==> src/rtl/valu_wb_collector_if.sv <==
// Result-side bus of the vector ALU: writeback stream, SIMT-stack stream and the
// register-file / SIMT-stack ports fed by the collector.
`ifndef XLEN
`define XLEN 32
`endif
`ifndef REGIDX_WIDTH
`define REGIDX_WIDTH 5
`endif
`ifndef REGEXT_WIDTH
`define REGEXT_WIDTH 3
`endif
`ifndef DEPTH_WARP
`define DEPTH_WARP 3
`endif

interface valu_wb_collector_if #(
  parameter int SOFT_THREAD = 4,
  parameter int DEPTH       = 2,
  parameter int CW          = $clog2(DEPTH + 1)
);
  logic                                     alu_valid_i;
  logic                                     alu_ready_o;
  logic [SOFT_THREAD*`XLEN-1:0]             alu_wb_data_i;
  logic [SOFT_THREAD-1:0]                   alu_wb_mask_i;
  logic                                     alu_wvd_i;
  logic [`REGIDX_WIDTH+`REGEXT_WIDTH-1:0]   alu_reg_idxw_i;
  logic [`DEPTH_WARP-1:0]                   alu_warp_id_i;

  logic                                     simt_valid_i;
  logic                                     simt_ready_o;
  logic [SOFT_THREAD-1:0]                   simt_if_mask_i;
  logic [`DEPTH_WARP-1:0]                   simt_wid_i;

  logic                                     rf_wr_valid_o;
  logic                                     rf_wr_ready_i;
  logic [SOFT_THREAD*`XLEN-1:0]             rf_wr_data_o;
  logic [SOFT_THREAD-1:0]                   rf_wr_mask_o;
  logic [`REGIDX_WIDTH+`REGEXT_WIDTH-1:0]   rf_wr_idx_o;
  logic [`DEPTH_WARP-1:0]                   rf_wr_wid_o;

  logic                                     stk_valid_o;
  logic                                     stk_ready_i;
  logic [SOFT_THREAD-1:0]                   stk_if_mask_o;
  logic [`DEPTH_WARP-1:0]                   stk_wid_o;

  logic [CW-1:0]                            count_o;

  modport master (
    output alu_valid_i, alu_wb_data_i, alu_wb_mask_i, alu_wvd_i, alu_reg_idxw_i, alu_warp_id_i,
    output simt_valid_i, simt_if_mask_i, simt_wid_i, rf_wr_ready_i, stk_ready_i,
    input  alu_ready_o, simt_ready_o, rf_wr_valid_o, rf_wr_data_o, rf_wr_mask_o,
    input  rf_wr_idx_o, rf_wr_wid_o, stk_valid_o, stk_if_mask_o, stk_wid_o, count_o
  );

  modport slave (
    input  alu_valid_i, alu_wb_data_i, alu_wb_mask_i, alu_wvd_i, alu_reg_idxw_i, alu_warp_id_i,
    input  simt_valid_i, simt_if_mask_i, simt_wid_i, rf_wr_ready_i, stk_ready_i,
    output alu_ready_o, simt_ready_o, rf_wr_valid_o, rf_wr_data_o, rf_wr_mask_o,
    output rf_wr_idx_o, rf_wr_wid_o, stk_valid_o, stk_if_mask_o, stk_wid_o, count_o
  );
endinterface

==> src/rtl/valu_wb_collector.sv <==
// Vector ALU result collector: DEPTH-entry writeback FIFO in front of the register
// file write port, plus a one-entry skid register in front of the SIMT stack.
`ifndef XLEN
`define XLEN 32
`endif
`ifndef REGIDX_WIDTH
`define REGIDX_WIDTH 5
`endif
`ifndef REGEXT_WIDTH
`define REGEXT_WIDTH 3
`endif
`ifndef DEPTH_WARP
`define DEPTH_WARP 3
`endif

module valu_wb_collector #(
  parameter int SOFT_THREAD = 4,
  parameter int DEPTH       = 2,
  parameter int CW          = $clog2(DEPTH + 1)
) (
  input  logic               clk,
  input  logic               rst,
  valu_wb_collector_if.slave bus
);
  localparam int DW = SOFT_THREAD * `XLEN;
  localparam int IW = `REGIDX_WIDTH + `REGEXT_WIDTH;
  localparam int WW = `DEPTH_WARP;
  localparam int AW = (DEPTH > 1) ? $clog2(DEPTH) : 1;

  logic [DW-1:0]          r_data [DEPTH];
  logic [SOFT_THREAD-1:0] r_mask [DEPTH];
  logic                   r_wvd  [DEPTH];
  logic [IW-1:0]          r_idx  [DEPTH];
  logic [WW-1:0]          r_wid  [DEPTH];

  logic [AW-1:0]          r_rd_ptr;
  logic [AW-1:0]          r_wr_ptr;
  logic [CW-1:0]          r_count;

  logic                   r_stk_vld;
  logic [SOFT_THREAD-1:0] r_stk_mask;
  logic [WW-1:0]          r_stk_wid;

  logic w_head_vld;
  logic w_head_wvd;
  logic w_push;
  logic w_pop;
  logic w_alu_ready;
  logic w_simt_ready;
  logic w_simt_acc;

  // Ready depends only on registered occupancy, so a full FIFO never accepts a push
  // in the cycle it pops; this keeps rf_wr_ready_i out of the ALU's ready path.
  assign w_alu_ready = (r_count != CW'(DEPTH));
  assign w_head_vld  = (r_count != '0);
  assign w_head_wvd  = r_wvd[r_rd_ptr];
  assign w_push      = bus.alu_valid_i && w_alu_ready;
  // Non-writing entries drain without waiting for the register file.
  assign w_pop       = w_head_vld && (!w_head_wvd || bus.rf_wr_ready_i);

  assign bus.alu_ready_o   = w_alu_ready;
  assign bus.rf_wr_valid_o = w_head_vld && w_head_wvd;
  assign bus.rf_wr_data_o  = r_data[r_rd_ptr];
  assign bus.rf_wr_mask_o  = r_mask[r_rd_ptr];
  assign bus.rf_wr_idx_o   = r_idx[r_rd_ptr];
  assign bus.rf_wr_wid_o   = r_wid[r_rd_ptr];
  assign bus.count_o       = r_count;

  always_ff @(posedge clk) begin
    if (w_push) begin
      r_data[r_wr_ptr] <= bus.alu_wb_data_i;
      r_mask[r_wr_ptr] <= bus.alu_wb_mask_i;
      r_wvd[r_wr_ptr]  <= bus.alu_wvd_i;
      r_idx[r_wr_ptr]  <= bus.alu_reg_idxw_i;
      r_wid[r_wr_ptr]  <= bus.alu_warp_id_i;
    end
  end

  always_ff @(posedge clk) begin
    if (rst) begin
      r_rd_ptr <= '0;
      r_wr_ptr <= '0;
      r_count  <= '0;
    end else begin
      if (w_push) r_wr_ptr <= r_wr_ptr + 1'b1;
      if (w_pop)  r_rd_ptr <= r_rd_ptr + 1'b1;
      unique case ({w_push, w_pop})
        2'b10:   r_count <= r_count + 1'b1;
        2'b01:   r_count <= r_count - 1'b1;
        default: r_count <= r_count;
      endcase
    end
  end

  assign w_simt_ready = !r_stk_vld || bus.stk_ready_i;
  assign w_simt_acc   = bus.simt_valid_i && w_simt_ready;

  assign bus.simt_ready_o  = w_simt_ready;
  assign bus.stk_valid_o   = r_stk_vld;
  assign bus.stk_if_mask_o = r_stk_mask;
  assign bus.stk_wid_o     = r_stk_wid;

  always_ff @(posedge clk) begin
    if (w_simt_acc) begin
      r_stk_mask <= bus.simt_if_mask_i;
      r_stk_wid  <= bus.simt_wid_i;
    end
  end

  always_ff @(posedge clk) begin
    if (rst) begin
      r_stk_vld <= 1'b0;
    end else if (w_simt_acc) begin
      r_stk_vld <= 1'b1;
    end else if (bus.stk_ready_i) begin
      r_stk_vld <= 1'b0;
    end
  end
endmodule

==> src/flat_wrapper.sv <==
// flat-port wrapper written by rule: the top's interface ports become plain ports
module valu_wb_collector_flat 
#(
  parameter int SOFT_THREAD = 4,
  parameter int DEPTH       = 2,
  parameter int CW          = $clog2(DEPTH + 1)
)
  (clk, rst, bus_alu_valid_i, bus_alu_wb_data_i, bus_alu_wb_mask_i, bus_alu_wvd_i, bus_alu_reg_idxw_i, bus_alu_warp_id_i, bus_simt_valid_i, bus_simt_if_mask_i, bus_simt_wid_i, bus_rf_wr_ready_i, bus_stk_ready_i, bus_alu_ready_o, bus_simt_ready_o, bus_rf_wr_valid_o, bus_rf_wr_data_o, bus_rf_wr_mask_o, bus_rf_wr_idx_o, bus_rf_wr_wid_o, bus_stk_valid_o, bus_stk_if_mask_o, bus_stk_wid_o, bus_count_o);
  valu_wb_collector_if #(.SOFT_THREAD(SOFT_THREAD), .DEPTH(DEPTH), .CW(CW)) bus_i ();
  input  logic clk;
  input  logic rst;
  input wire logic [$bits(bus_i.alu_valid_i)-1:0] bus_alu_valid_i;
  input wire logic [$bits(bus_i.alu_wb_data_i)-1:0] bus_alu_wb_data_i;
  input wire logic [$bits(bus_i.alu_wb_mask_i)-1:0] bus_alu_wb_mask_i;
  input wire logic [$bits(bus_i.alu_wvd_i)-1:0] bus_alu_wvd_i;
  input wire logic [$bits(bus_i.alu_reg_idxw_i)-1:0] bus_alu_reg_idxw_i;
  input wire logic [$bits(bus_i.alu_warp_id_i)-1:0] bus_alu_warp_id_i;
  input wire logic [$bits(bus_i.simt_valid_i)-1:0] bus_simt_valid_i;
  input wire logic [$bits(bus_i.simt_if_mask_i)-1:0] bus_simt_if_mask_i;
  input wire logic [$bits(bus_i.simt_wid_i)-1:0] bus_simt_wid_i;
  input wire logic [$bits(bus_i.rf_wr_ready_i)-1:0] bus_rf_wr_ready_i;
  input wire logic [$bits(bus_i.stk_ready_i)-1:0] bus_stk_ready_i;
  output wire logic [$bits(bus_i.alu_ready_o)-1:0] bus_alu_ready_o;
  output wire logic [$bits(bus_i.simt_ready_o)-1:0] bus_simt_ready_o;
  output wire logic [$bits(bus_i.rf_wr_valid_o)-1:0] bus_rf_wr_valid_o;
  output wire logic [$bits(bus_i.rf_wr_data_o)-1:0] bus_rf_wr_data_o;
  output wire logic [$bits(bus_i.rf_wr_mask_o)-1:0] bus_rf_wr_mask_o;
  output wire logic [$bits(bus_i.rf_wr_idx_o)-1:0] bus_rf_wr_idx_o;
  output wire logic [$bits(bus_i.rf_wr_wid_o)-1:0] bus_rf_wr_wid_o;
  output wire logic [$bits(bus_i.stk_valid_o)-1:0] bus_stk_valid_o;
  output wire logic [$bits(bus_i.stk_if_mask_o)-1:0] bus_stk_if_mask_o;
  output wire logic [$bits(bus_i.stk_wid_o)-1:0] bus_stk_wid_o;
  output wire logic [$bits(bus_i.count_o)-1:0] bus_count_o;
  assign bus_i.alu_valid_i = bus_alu_valid_i;
  assign bus_i.alu_wb_data_i = bus_alu_wb_data_i;
  assign bus_i.alu_wb_mask_i = bus_alu_wb_mask_i;
  assign bus_i.alu_wvd_i = bus_alu_wvd_i;
  assign bus_i.alu_reg_idxw_i = bus_alu_reg_idxw_i;
  assign bus_i.alu_warp_id_i = bus_alu_warp_id_i;
  assign bus_i.simt_valid_i = bus_simt_valid_i;
  assign bus_i.simt_if_mask_i = bus_simt_if_mask_i;
  assign bus_i.simt_wid_i = bus_simt_wid_i;
  assign bus_i.rf_wr_ready_i = bus_rf_wr_ready_i;
  assign bus_i.stk_ready_i = bus_stk_ready_i;
  assign bus_alu_ready_o = bus_i.alu_ready_o;
  assign bus_simt_ready_o = bus_i.simt_ready_o;
  assign bus_rf_wr_valid_o = bus_i.rf_wr_valid_o;
  assign bus_rf_wr_data_o = bus_i.rf_wr_data_o;
  assign bus_rf_wr_mask_o = bus_i.rf_wr_mask_o;
  assign bus_rf_wr_idx_o = bus_i.rf_wr_idx_o;
  assign bus_rf_wr_wid_o = bus_i.rf_wr_wid_o;
  assign bus_stk_valid_o = bus_i.stk_valid_o;
  assign bus_stk_if_mask_o = bus_i.stk_if_mask_o;
  assign bus_stk_wid_o = bus_i.stk_wid_o;
  assign bus_count_o = bus_i.count_o;
  valu_wb_collector #(.SOFT_THREAD(SOFT_THREAD), .DEPTH(DEPTH), .CW(CW)) u_core (.clk(clk), .rst(rst), .bus(bus_i));
endmodule
==> config.mk <==
export PLATFORM = sky130hd
export DESIGN_NAME = valu_wb_collector_flat
export DESIGN_NICKNAME = d
export VERILOG_FILES = /design/src/rtl/valu_wb_collector_if.sv /design/src/rtl/valu_wb_collector.sv /design/src/flat_wrapper.sv
export SDC_FILE = /design/constraint.sdc
export NUM_CORES = 1
export LEC_CHECK = 0
export BUFFER_PORTS_ARGS = -buffer_cell sky130_fd_sc_hd__buf_2
export CAP_MARGIN = 10
export CORE_ASPECT_RATIO = 1.2
export CORE_UTILIZATION = 35
export DETAILED_ROUTE_END_ITERATION = 10
export PLACE_DENSITY = 0.56
export SYNTH_ARGS = -nofsm -noshare
export SYNTH_HDL_FRONTEND = slang
export SYNTH_SLANG_ARGS = --single-unit
==> constraint.sdc <==
create_clock -name clk -period 4.85 [get_ports clk]
set_clock_uncertainty 0.1 [all_clocks]
set_input_delay 0.485 -clock clk [delete_from_list [all_inputs] [get_ports clk]]
set_output_delay 0.485 -clock clk [all_outputs]
set_load 0.02 [all_outputs]
==> flow_metrics.env <==
export IMPL_grtUsageTotal_pct=14.5
export IMPL_synthArstFlopShare_pct=0
export IMPL_cts_hold_buffers=132
export IMPL_hp_start="bus_alu_wb_data_i[56]"
export IMPL_r2r_slack_ns=2.22
export IMPL_numClockSinks=301
export IMPL_gp_congestion=0.752
export IMPL_yosysTopAreaCellShare_pct=81.2
export IMPL_die_x_microns=163
export IMPL_detail_route_antenna_nets=0
export IMPL_path_cells="buf_4 > mux2_2 > buf_2"
export IMPL_pwr_share_clk_pct=28.3
export IMPL_required_ns=4.26
export IMPL_grt_pass1_wl_microns=35400
export IMPL_synth_seq_cells=301
export IMPL_power_density_nw_per_um2=503
export IMPL_yosysWarningCount=0
export IMPL_stdcell_count=1372
export IMPL_crit_buf_inv=2
export IMPL_clk_latency_ns=0.55
export IMPL_io_pins=313
export IMPL_htreeDepth=1
export IMPL_p_int_w=0.00538
export IMPL_nets=1114
export IMPL_holdPathStages=1
export IMPL_overflow=0
export IMPL_initial_core_util_pct=35.7
export IMPL_path_clk_slew_ns=0.06
export IMPL_vias=6141
export IMPL_hpwl_microns=15100
export IMPL_cpMaxStageDelayCell="dfxtp_4"
export IMPL_synthDistinctLibCells=26
export IMPL_worst_setup_path_type="reg2out"
export IMPL_tightest_slew_ns=1.06
export IMPL_fmax_mhz=314
export IMPL_finalSetupViolCount=0
export IMPL_fp_dieH_microns=195
export IMPL_r2r_start="u_core.bus.count_o[0]"
export IMPL_cap_violations=0
export IMPL_post_cts_repair_setup_buffers=0
export IMPL_hp_class="in2reg"
export IMPL_fp_row_count=70
export IMPL_numCtsBuffers=30
export IMPL_drive_above_1_share_pct=51.7
export IMPL_leakage_nw=5.69
export IMPL_layout_min_cycle_time_ns=3.19
export IMPL_cp_start_kind="flip-flop"
export IMPL_slew_viol_final=0
export IMPL_synthTopCellsByArea="edfxtp_1 81%, mux2_2 15%, dfxtp_1 1.1%, buf_4 0.48%, buf_2 0.37%"
export IMPL_p_sw_w=0.00224
export IMPL_syn_nets=649
export IMPL_netlist_area_sq_um=10900
export IMPL_grt_max_degree=105
export IMPL_drtPass1Iterations=4
export IMPL_cts_resized_gates=0
export IMPL_core_area_sq_um=30600
export IMPL_numPortBuffers=312
export IMPL_p_sw_share_pct=29.4
export IMPL_ir_drop_v=0.000320
export IMPL_die_area_sq_um=31900
export IMPL_synth_cells=491
export IMPL_drc=0
export IMPL_critPathTopFamily="flip-flops"
export IMPL_cts_tree="built"
export IMPL_fin_setup_tns_ns=0
export IMPL_grt_pass1_vias=6646
export IMPL_seqPwrFrac_pct=45.4
export IMPL_clock_tree_root_cell="clkbuf_16"
export IMPL_r2r_end="u_core.r_data[0][65]"
export IMPL_antenna_found_initial=4
export IMPL_run_status="finished, final reports clean"
export IMPL_fin_crit_sh_pct=65.8
export IMPL_hold_viol_final=0
export IMPL_place_inst=1188
export IMPL_yosys_area_top_type="edfxtp_1"
export IMPL_rr_worst_depth=4
export IMPL_syn_to_final_growth_pct=38.9
export IMPL_ys_flop_type="edfxtp_1"
export IMPL_max_stage_delay_ns=0.85
export IMPL_end_kind="output port"
export IMPL_syn_avg_cell_area_sq_um=22.2
export IMPL_clockBufferDepth=3
export IMPL_holdPathEnd="u_core.r_data[1][56]"
export IMPL_routedWlPerCell_microns=17.2
export IMPL_via_per_inst=4.48
export IMPL_finalWirelength_microns=23700
export IMPL_cp_max_fo=54
export IMPL_slew_headroom_pct=29.6
export IMPL_synth_edff_count=295
export IMPL_rsz0062_at_grt="no"
export IMPL_power_frac_comb_pct=26.3
export IMPL_arrival_ns=2.60
export IMPL_synth_seq_area_share_pct=82.3
export IMPL_drt_initial_drc_count=196
export IMPL_worst_hold_slack_ns=0.0288
-- how the worst max path moves through the flow --
stage / startpoint / end / slack, ns / depth (start not counted)
after detailed placement: flip-flop / bus_rf_wr_data_o[94] / 2.16 / 3
final: flip-flop / bus_rf_wr_data_o[101] / 1.66 / 3
after global routing: flip-flop / bus_rf_wr_data_o[53] / 1.47 / 3
after CTS: flip-flop / bus_rf_wr_data_o[94] / 1.55 / 3
after global placement: flip-flop / bus_rf_wr_data_o[77] / 2.17 / 3
after floorplan: u_core.bus.count_o[0] / u_core.r_data[0][0] / 0.48 / 3
-- synth_stat cells, types with 2 or more instances --
library cell,number
dfxtp_1,6
a211o_1,2
nand2b_1,3
buf_4,7
a21oi_1,3
mux2_2,143
nor2_1,5
inv_1,2
buf_6,2
buf_2,8
edfxtp_1,295
-- logic make-up (layout without fill, tap and decap cells) --
logic type / after synthesis / after routing / share of synthesized area (%)
other: 0 / 3 / 0
adders and majority gates: 1 / 1 / 0.115
muxes: 144 / 144 / 14.9
AOI/OAI and AO/OA: 8 / 8 / 0.505
and+or+nand+nor: 16 / 16 / 0.895
buffers and inverters: 19 / 501 / 1.12
xor gates and xnor gates: 2 / 2 / 0.161
DFF: 301 / 301 / 82.3
-- cells in the final DEF (no fill, tap or decap), types with 2 or more instances in the layout --
master         synthesis  final
dfxtp_1                6      5
clkbuf_16              0     31
a21oi_1                3      3
a211o_1                2      2
buf_4                  7      5
clkinv_1               0      6
edfxtp_1             295    295
diode_2                0      3
clkbuf_1               0      7
mux2_2               143    143
nor2_1                 5      5
clkinv_2               0      3
bufinv_16              0      2
buf_2                  8    312
nand2b_1               3      3
dlygate4sd3_1          0    132
-- area by class of cell --
cell class	instances	area [sq um]
Clock buffer	38	802
Inverter	2	12.5
Antenna cell	3	7.51
Sequential cell	301	8980
Multi-Input combinational cell	171	1810
Tap cell	396	495
Clock inverter	11	97.6
Fill cell	2678	15400
Timing Repair Buffer	450	2940
-- metrics by stage --
stage / cell area, sq um / utilization (%) / worst slack (ns) / total power (W)
detailed placement: 12900 / 42.3 / 2.16 / 0.00547
CTS: 15100 / 49.5 / 1.55 / 0.00775
floorplan: 10900 / - / 0.477 / 0.00483
global route: 15100 / 49.6 / 1.47 / 0.00798
global placement: 12900 / 42.3 / 2.17 / 0.00545
finish: 15100 / 49.6 / 1.66 / 0.00762
-- state kept, by name, summed over array words and instances (netlist names), 2 cells and up, named ones only --
signal / count
u_core.r_mask: 8
u_core.r_wvd: 2
u_core.bus.stk_if_mask_o: 4
u_core.bus.count_o: 2
u_core.r_data: 256
u_core.r_wid: 6
u_core.r_idx: 16
u_core.bus.stk_wid_o: 3
-- per-layer routing --
layer,track usage (%),vias up,routed length (microns)
li1,-,2888,-
met2,26.4,217,12400
met4,5.71,2,678
met3,4.35,44,1960
met1,15.5,2990,8630
met5,0,-,8
-- power by group through the flow --
stage | clock, W | combinational, W | sequential, W
after floorplan | 0 | 0.00136 | 0.00346
after global placement | 0 | 0.00194 | 0.00351
after detailed placement | 0 | 0.00195 | 0.00352
after CTS | 0.00223 | 0.00205 | 0.00347
after global routing | 0.00232 | 0.00216 | 0.00349
final | 0.00216 | 0.00200 | 0.00345
-- worst reg2reg max path, cell delays in order, from the launching register on --
cell	delay (ns)
dfxtp_1	0.44
nand2b_1	0.22
nand3b_1	0.20
inv_6	0.71
buf_4	0.62
Power figures use the tool's default switching activity.
